### src/rtl/alu_cdest_cre_pkg.sv
// Shared constants for the execute-stage ALU and decode helpers.
// Opcode, funct and ALU operation encodings live here.
package alu_cdest_cre_pkg;

    localparam logic [3:0] OP_ADD  = 4'd0;
    localparam logic [3:0] OP_SUB  = 4'd1;
    localparam logic [3:0] OP_AND  = 4'd2;
    localparam logic [3:0] OP_OR   = 4'd3;
    localparam logic [3:0] OP_XOR  = 4'd4;
    localparam logic [3:0] OP_NOR  = 4'd5;
    localparam logic [3:0] OP_SLT  = 4'd6;
    localparam logic [3:0] OP_SLTU = 4'd7;
    localparam logic [3:0] OP_SLL  = 4'd8;
    localparam logic [3:0] OP_SRL  = 4'd9;
    localparam logic [3:0] OP_SRA  = 4'd10;
    localparam logic [3:0] OP_LUI  = 4'd11;
    localparam logic [3:0] OP_EQ   = 4'd12;
    localparam logic [3:0] OP_NE   = 4'd13;
    localparam logic [3:0] OP_PASSB = 4'd14;
    localparam logic [3:0] OP_PASSA = 4'd15;

    localparam logic [5:0] OPC_RTYPE = 6'h00;
    localparam logic [5:0] OPC_JAL   = 6'h03;
    localparam logic [5:0] OPC_BEQ   = 6'h04;
    localparam logic [5:0] OPC_BNE   = 6'h05;
    localparam logic [5:0] OPC_ADDI  = 6'h08;
    localparam logic [5:0] OPC_XORI  = 6'h0E;
    localparam logic [5:0] OPC_LUI   = 6'h0F;
    localparam logic [5:0] OPC_LW    = 6'h23;
    localparam logic [5:0] OPC_SW    = 6'h2B;

    localparam logic [5:0] FN_SLL = 6'h00;
    localparam logic [5:0] FN_SRL = 6'h02;
    localparam logic [5:0] FN_SRA = 6'h03;
    localparam logic [5:0] FN_JR  = 6'h08;

    localparam logic [4:0] REG_RA = 5'd31;

endpackage

### src/rtl/alu_cdest_cre_if.sv
// Operand/instruction inputs and registered result/decode outputs.
// master drives operands, slave is the execute block.
interface alu_cdest_cre_if;
    logic [31:0] a;
    logic [31:0] b;
    logic [3:0]  alu_op;
    logic [31:0] dest_instr;
    logic [31:0] src_instr;
    logic [31:0] result;
    logic        zero;
    logic        lt;
    logic        gt;
    logic        bcond;
    logic [4:0]  ws;
    logic        we;
    logic        re1;

    modport master (
        output a, b, alu_op, dest_instr, src_instr,
        input  result, zero, lt, gt, bcond, ws, we, re1
    );

    modport slave (
        input  a, b, alu_op, dest_instr, src_instr,
        output result, zero, lt, gt, bcond, ws, we, re1
    );
endinterface

### src/rtl/alu_cdest_cre_alu_core.sv
// Combinational 32-bit ALU with signed compare and branch flags.
module alu_cdest_cre_alu_core
    import alu_cdest_cre_pkg::*;
(
    input  logic [31:0] a_i,
    input  logic [31:0] b_i,
    input  logic [3:0]  alu_op_i,
    output logic [31:0] result_o,
    output logic        zero_o,
    output logic        lt_o,
    output logic        gt_o,
    output logic        bcond_o
);

    logic [31:0] diff;
    logic [4:0]  shamt;

    assign diff  = a_i - b_i;
    assign shamt = a_i[4:0];
    // Flags compare the operands, not the result
    assign lt_o   = $signed(a_i) < $signed(b_i);
    assign gt_o   = $signed(a_i) > $signed(b_i);
    assign zero_o = (result_o == 32'd0);

    always_comb begin
        result_o = 32'd0;
        bcond_o  = 1'b0;
        unique case (alu_op_i)
            OP_ADD:   result_o = a_i + b_i;
            OP_SUB:   result_o = diff;
            OP_AND:   result_o = a_i & b_i;
            OP_OR:    result_o = a_i | b_i;
            OP_XOR:   result_o = a_i ^ b_i;
            OP_NOR:   result_o = ~(a_i | b_i);
            OP_SLT:   result_o = {31'd0, lt_o};
            OP_SLTU:  result_o = {31'd0, a_i < b_i};
            OP_SLL:   result_o = b_i << shamt;
            OP_SRL:   result_o = b_i >> shamt;
            OP_SRA:   result_o = 32'($signed(b_i) >>> shamt);
            OP_LUI:   result_o = {b_i[15:0], 16'h0000};
            OP_EQ: begin
                result_o = diff;
                bcond_o  = (a_i == b_i);
            end
            OP_NE: begin
                result_o = diff;
                bcond_o  = (a_i != b_i);
            end
            OP_PASSB: result_o = b_i;
            OP_PASSA: result_o = a_i;
        endcase
    end

endmodule

### src/rtl/alu_cdest_cre.sv
// Execute-stage ALU plus destination/rs-usage decode, all outputs
// registered at the ID/EX to EX/MEM boundary.
module alu_cdest_cre
    import alu_cdest_cre_pkg::*;
(
    input  logic         clk,
    input  logic         rst,
    alu_cdest_cre_if.slave io
);

    logic [31:0] result_d, result_q;
    logic        zero_d, zero_q;
    logic        lt_d, lt_q;
    logic        gt_d, gt_q;
    logic        bcond_d, bcond_q;
    logic [4:0]  ws_d, ws_q;
    logic        we_d, we_q;
    logic        re1_d, re1_q;

    logic [5:0]  d_opc, d_fn, s_opc, s_fn;

    alu_cdest_cre_alu_core u_alu (
        .a_i      (io.a),
        .b_i      (io.b),
        .alu_op_i (io.alu_op),
        .result_o (result_d),
        .zero_o   (zero_d),
        .lt_o     (lt_d),
        .gt_o     (gt_d),
        .bcond_o  (bcond_d)
    );

    assign d_opc = io.dest_instr[31:26];
    assign d_fn  = io.dest_instr[5:0];
    assign s_opc = io.src_instr[31:26];
    assign s_fn  = io.src_instr[5:0];

    always_comb begin
        ws_d = 5'd0;
        we_d = 1'b0;
        if (d_opc == OPC_RTYPE) begin
            ws_d = io.dest_instr[15:11];
            we_d = (d_fn != FN_JR);
        end else if ((d_opc >= OPC_ADDI && d_opc <= OPC_LUI)
                     || d_opc == OPC_LW) begin
            ws_d = io.dest_instr[20:16];
            we_d = 1'b1;
        end else if (d_opc == OPC_JAL) begin
            ws_d = REG_RA;
            we_d = 1'b1;
        end
        // $zero is never a hazard source
        if (ws_d == 5'd0)
            we_d = 1'b0;
    end

    always_comb begin
        re1_d = 1'b0;
        if (s_opc == OPC_RTYPE)
            re1_d = !(s_fn == FN_SLL || s_fn == FN_SRL || s_fn == FN_SRA);
        else if (s_opc == OPC_BEQ || s_opc == OPC_BNE
                 || (s_opc >= OPC_ADDI && s_opc <= OPC_XORI)
                 || s_opc == OPC_LW || s_opc == OPC_SW)
            re1_d = 1'b1;
        if (io.src_instr[25:21] == 5'd0)
            re1_d = 1'b0;
    end

    always_ff @(posedge clk or posedge rst) begin
        if (rst) begin
            result_q <= 32'd0;
            zero_q   <= 1'b0;
            lt_q     <= 1'b0;
            gt_q     <= 1'b0;
            bcond_q  <= 1'b0;
            ws_q     <= 5'd0;
            we_q     <= 1'b0;
            re1_q    <= 1'b0;
        end else begin
            result_q <= result_d;
            zero_q   <= zero_d;
            lt_q     <= lt_d;
            gt_q     <= gt_d;
            bcond_q  <= bcond_d;
            ws_q     <= ws_d;
            we_q     <= we_d;
            re1_q    <= re1_d;
        end
    end

    assign io.result = result_q;
    assign io.zero   = zero_q;
    assign io.lt     = lt_q;
    assign io.gt     = gt_q;
    assign io.bcond  = bcond_q;
    assign io.ws     = ws_q;
    assign io.we     = we_q;
    assign io.re1    = re1_q;

endmodule

### src/flat_wrapper.sv
// flat-port wrapper written by rule: the top's interface ports become plain ports
module alu_cdest_cre_flat import alu_cdest_cre_pkg::*;
  (clk, rst, io_a, io_b, io_alu_op, io_dest_instr, io_src_instr, io_result, io_zero, io_lt, io_gt, io_bcond, io_ws, io_we, io_re1);
  alu_cdest_cre_if io_i ();
  input  logic clk;
  input  logic rst;
  input wire logic [$bits(io_i.a)-1:0] io_a;
  input wire logic [$bits(io_i.b)-1:0] io_b;
  input wire logic [$bits(io_i.alu_op)-1:0] io_alu_op;
  input wire logic [$bits(io_i.dest_instr)-1:0] io_dest_instr;
  input wire logic [$bits(io_i.src_instr)-1:0] io_src_instr;
  output wire logic [$bits(io_i.result)-1:0] io_result;
  output wire logic [$bits(io_i.zero)-1:0] io_zero;
  output wire logic [$bits(io_i.lt)-1:0] io_lt;
  output wire logic [$bits(io_i.gt)-1:0] io_gt;
  output wire logic [$bits(io_i.bcond)-1:0] io_bcond;
  output wire logic [$bits(io_i.ws)-1:0] io_ws;
  output wire logic [$bits(io_i.we)-1:0] io_we;
  output wire logic [$bits(io_i.re1)-1:0] io_re1;
  assign io_i.a = io_a;
  assign io_i.b = io_b;
  assign io_i.alu_op = io_alu_op;
  assign io_i.dest_instr = io_dest_instr;
  assign io_i.src_instr = io_src_instr;
  assign io_result = io_i.result;
  assign io_zero = io_i.zero;
  assign io_lt = io_i.lt;
  assign io_gt = io_i.gt;
  assign io_bcond = io_i.bcond;
  assign io_ws = io_i.ws;
  assign io_we = io_i.we;
  assign io_re1 = io_i.re1;
  alu_cdest_cre u_core (.clk(clk), .rst(rst), .io(io_i));
endmodule
### config.mk
export PLATFORM = sky130hd
export DESIGN_NAME = alu_cdest_cre_flat
export DESIGN_NICKNAME = d
export VERILOG_FILES = /design/src/rtl/alu_cdest_cre_pkg.sv /design/src/rtl/alu_cdest_cre_if.sv /design/src/rtl/alu_cdest_cre_alu_core.sv /design/src/rtl/alu_cdest_cre.sv /design/src/flat_wrapper.sv
export SDC_FILE = /design/constraint.sdc
export NUM_CORES = 1
export LEC_CHECK = 0
export CAP_MARGIN = 15
export CORE_ASPECT_RATIO = 1.4
export CORE_MARGIN = 8
export CORE_UTILIZATION = 58
export CTS_CLUSTER_DIAMETER = 120
export DETAILED_ROUTE_END_ITERATION = 8
export PLACE_DENSITY_LB_ADDON = 0.25
export SYNTH_ARGS = -nofsm -noshare
export SYNTH_HDL_FRONTEND = slang
export SYNTH_SLANG_ARGS = --single-unit
export TNS_END_PERCENT = 100
### constraint.sdc
create_clock -name clk -period 1.5 [get_ports clk]
set_input_delay 0.3 -clock clk [delete_from_list [all_inputs] [get_ports clk]]
set_output_delay 0.3 -clock clk [all_outputs]
set_load 0.01 [all_outputs]
==> out/qor.yml, run 1 <==
status: "stopped before the end"
stop_stage: "clock tree synthesis (4_1_cts)"
first-error: "[ERROR DPL-0038] Utilization greater than 100%, impossible to legalize"
dpl-instance-area_sq_um: 19100
synth.most_common_cell: "nor2_1"
synth-edff-count: 0
async_flop_share_pct: 100
cts_root_buf: "clkbuf_16"
hpwl_um: 63200
numPortBuffers: 151
htree_levels: 2
synthMuxAreaShare_pct: 14.7
synth_ff_type: "dfrtp_1"
cts_sinks: 43
ios: 177
yosysTopAreaCellShare_pct: 9.83
rows: 63
syn_inst: 1695
synth-seq-cells: 43
place_congestion: 1.41
initial_core_util_pct: 58.6
synth_compound_area_share_pct: 34.5
synth_top_family_by_area: "compound AO/OA/AOI/OAI gates"
cts.path.max_buffers: 2
post_cts_buffers: 119
synthTopCellsByArea: "ha_1, dfrtp_1, mux4_2"
yosysWarnings: 0
holdBufCountCts: 0
cts_buffers: 5
synth_commonest_cells: "nor2_1, nand2_1, clkbuf_1"
synthSimpleGateAreaFrac_pct: 22.2
synthAdderAreaFrac_pct: 10.2
syn_area_sq_um: 12300
syn_avg_cell_area_sq_um: 7.28
ys_types: 93
cts.repair.resized: 679
synth_xor_xnor_area_share_pct: 1.06
synth-seq-area-share_pct: 8.72
syn_nets: 1928
yosysTopAreaCell: "ha_1"
die_y_um: 189
die_w_um: 139
-- per-stage QoR --
stage / std cells / worst slack [ps] / util [%]
2_1_floorplan: 1695 / -2550 / -
3_5_place_dp: 2638 / -3280 / 90.5
3_3_place_gp: 2638 / -3130 / 90.5
-- cell families after synthesis --
family | count (synthesis)
xor+xnor | 15
buf+inv | 256
flops | 43
compound gates | 598
mux | 128
fa+ha+maj | 99
simple gates | 556
==> run 2: changes to the inputs <==
Settings changed: CORE_ASPECT_RATIO 1.4 to default, CORE_UTILIZATION 58 to 40, CTS_CLUSTER_DIAMETER 120 to default, PLACE_DENSITY_LB_ADDON 0.25 to 0.15.
==> out/qor.yml, run 2 <==
slew_headroom_pct: 50.9
timing.fmax_ghz: 0.257
initial_core_util_pct: 40.5
p_leak_nw: 10.4
combPwrFrac_pct: 77.8
die-area_sq_um: 36700
grt_start_max_net_pins: 44
pwr-share-clk_pct: 10.8
fin_tns_setup_ps: -47890
holdBufCountCts: 0
htree_levels: 2
syn_avg_cell_area_sq_um: 7.28
synth-seq-area-share_pct: 8.72
setup_violations: 37
synth_commonest_cells: "nor2_1, nand2_1, clkbuf_1"
whs_ps: 397
final_area_sq_um: 23000
yosysWarnings: 0
syn_nets: 1928
yosysTopAreaCellShare_pct: 9.83
drc_errors: 0
routed_via_density: 6.76
status: "finished with violations"
power.switching_fraction_pct: 44.7
ys_types: 93
die_w_um: 192
vdd_ir_drop_max_mv: 0.450
worst_slew_pin_slew_ps: 730
setup_ws_ps: -2390
worstSetupStartpointType: "input pin"
syn_area_sq_um: 12300
cts_buffers: 5
drt_iter0_drc: 3155
synth-seq-cells: 43
max_cap_viol_count: 0
hold_violations: 0
critPathCaptureType: "flip-flop"
largest_register_ffs: 32
fill_cells: 2184
via_count: 20000
async_flop_share_pct: 100
drive_above_1_share_pct: 51.2
dp_slack_ps: -3160
yosysTopAreaCell: "ha_1"
grt_pass1_wl_um: 123000
grt_overflow: 0
cp.arrival_ps: 4110
layout_common_cells: "buf_4, nor2_1, nand2_1, buf_6, a21oi_1"
rsz0062_at_grt: "true"
core_area_sq_um: 30500
cts_tree: "built"
cts_sinks: 43
worstPathRequired_ps: 1720
drt-wirelength-per-cell_um: 29.3
min_period_ps: 3890
hpwl_um: 65100
postRouteAntennaNets: 0
power.switching_mw: 5.42
synthTopCellsByArea: "ha_1, dfrtp_1, mux4_2"
antenna_found_initial: 4
grt_pass1_vias: 19600
track_usage_pct: 44.2
ios: 177
synth_ff_type: "dfrtp_1"
min_period_over_period_pct: 259
dpl-instance-area_sq_um: 19800
setup.worst_path.class: "in -> reg"
clkSlewWorstSetupHoldPaths_ps: 70
drv_slew: 0
cts.path.max_buffers: 2
die_y_um: 192
synth.most_common_cell: "nor2_1"
min_path_type: "in -> async"
drt_wl_total_um: 86800
synth-edff-count: 0
pwr-share-seq_pct: 11.3
crit_path_max_fanout: 4
final_common_cell: "buf_4"
power_density_nw_per_um2: 526
cts_root_buf: "clkbuf_16"
violations: "setup timing"
syn_inst: 1695
place_congestion: 1.11
rows: 64
p_int_mw: 6.70
final_net_count: 2797
drt_pass1_iterations: 9
numPortBuffers: 151
area_delta_synth_final_pct: 86.6
[run 2: cell counts after synthesis]
No cell type changed its count.
[run 2: worst paths after layout]
path	startpoint	end	slack [ps]	cells past startpoint
min in group clk	io_src_instr[30]	u_core.io.re1	560	2
max in group asynchronous	rst	u_core.io.result[24]	880	3
setup / recovery	io_a[1]	u_core.io.zero	-2390	19
hold / removal	rst	u_core.io.we	400	3
[run 2: logic make-up after synthesis]
logic type               Yosys count  synth area share [%]
AO/OA/AOI/OAI                    598                  34.5
XOR/XNOR                          15                  1.06
adder cells (fa/ha/maj)           99                  10.2
buffers and inverters            256                  8.61
flip-flops                        43                  8.72
multiplexers                     128                  14.7
AND/OR/NAND/NOR                  556                  22.2
[run 2: layer usage]
metal | GRT usage [%] | up-vias | wire length, um
met1 | 53.5 | 9386 | 30600
li1 | - | 8230 | -
met2 | 67.8 | 1788 | 36600
met4 | 32.3 | 6 | 8250
met3 | 10.6 | 618 | 11300
met5 | 0 | - | 42
[run 2: layout make-up]
type                            count  area, sq um  area share, %
Multi-Input combinational cell   1396        12300           53.3
Timing Repair Buffer             1017         8570           37.2
Sequential cell                    43         1080           4.67
Tap cell                          396          495           2.15
Inverter                          101          433           1.88
Clock buffer                        5          125          0.543
Clock inverter                      3         43.8          0.190
Antenna cell                        1         2.50         0.0109
[run 2: worst max-delay path, cell delays in order]
cell,delay (ps)
buf_8,80
buf_12,120
buf_8,110
inv_8,30
fa_2,360
o21ba_4,240
or4_4,450
buf_6,160
buf_6,110
buf_6,100
a21o_4,230
a31oi_4,240
o21ai_4,100
o211ai_1,270
mux2i_1,290
nand4_1,160
a2111oi_2,340
nand4b_1,150
nor4b_2,270
[run 2: power by group through the flow]
stage	logic (mW)	registers, mW	clock network, mW
2_1_floorplan	3.25	1.49	0
3_3_place_gp	7.35	1.39	0
3_5_place_dp	7.44	1.40	0
4_1_cts	8.70	1.38	1.33
5_1_grt	9.69	1.39	1.39
6_report	9.43	1.37	1.31
[run 2: metrics by stage]
step	total power, mW	std cells	utilization (%)
2_1_floorplan	4.75	1695	-
3_3_place_gp	8.75	2844	64.8
4_1_cts	11.4	2958	73.9
3_5_place_dp	8.84	2844	64.8
5_1_grt	12.5	2961	75.5
6_report	12.1	2962	75.5
[run 2: what timing repair did]
action	4_1_cts	5_1_grt
setup endpoints to repair	39	53
pin swaps	136	69
gates cloned	2	0
resized for setup	498	135
setup buffers	125	21
Note: power is estimated with default switching activity, not from simulation.
==> run 3: changes to the inputs <==
Settings changed: CTS_CLUSTER_DIAMETER from default to 40.
==> results of run 3 <==
The final DEF is identical to that of run 2; final timing and power are the same.
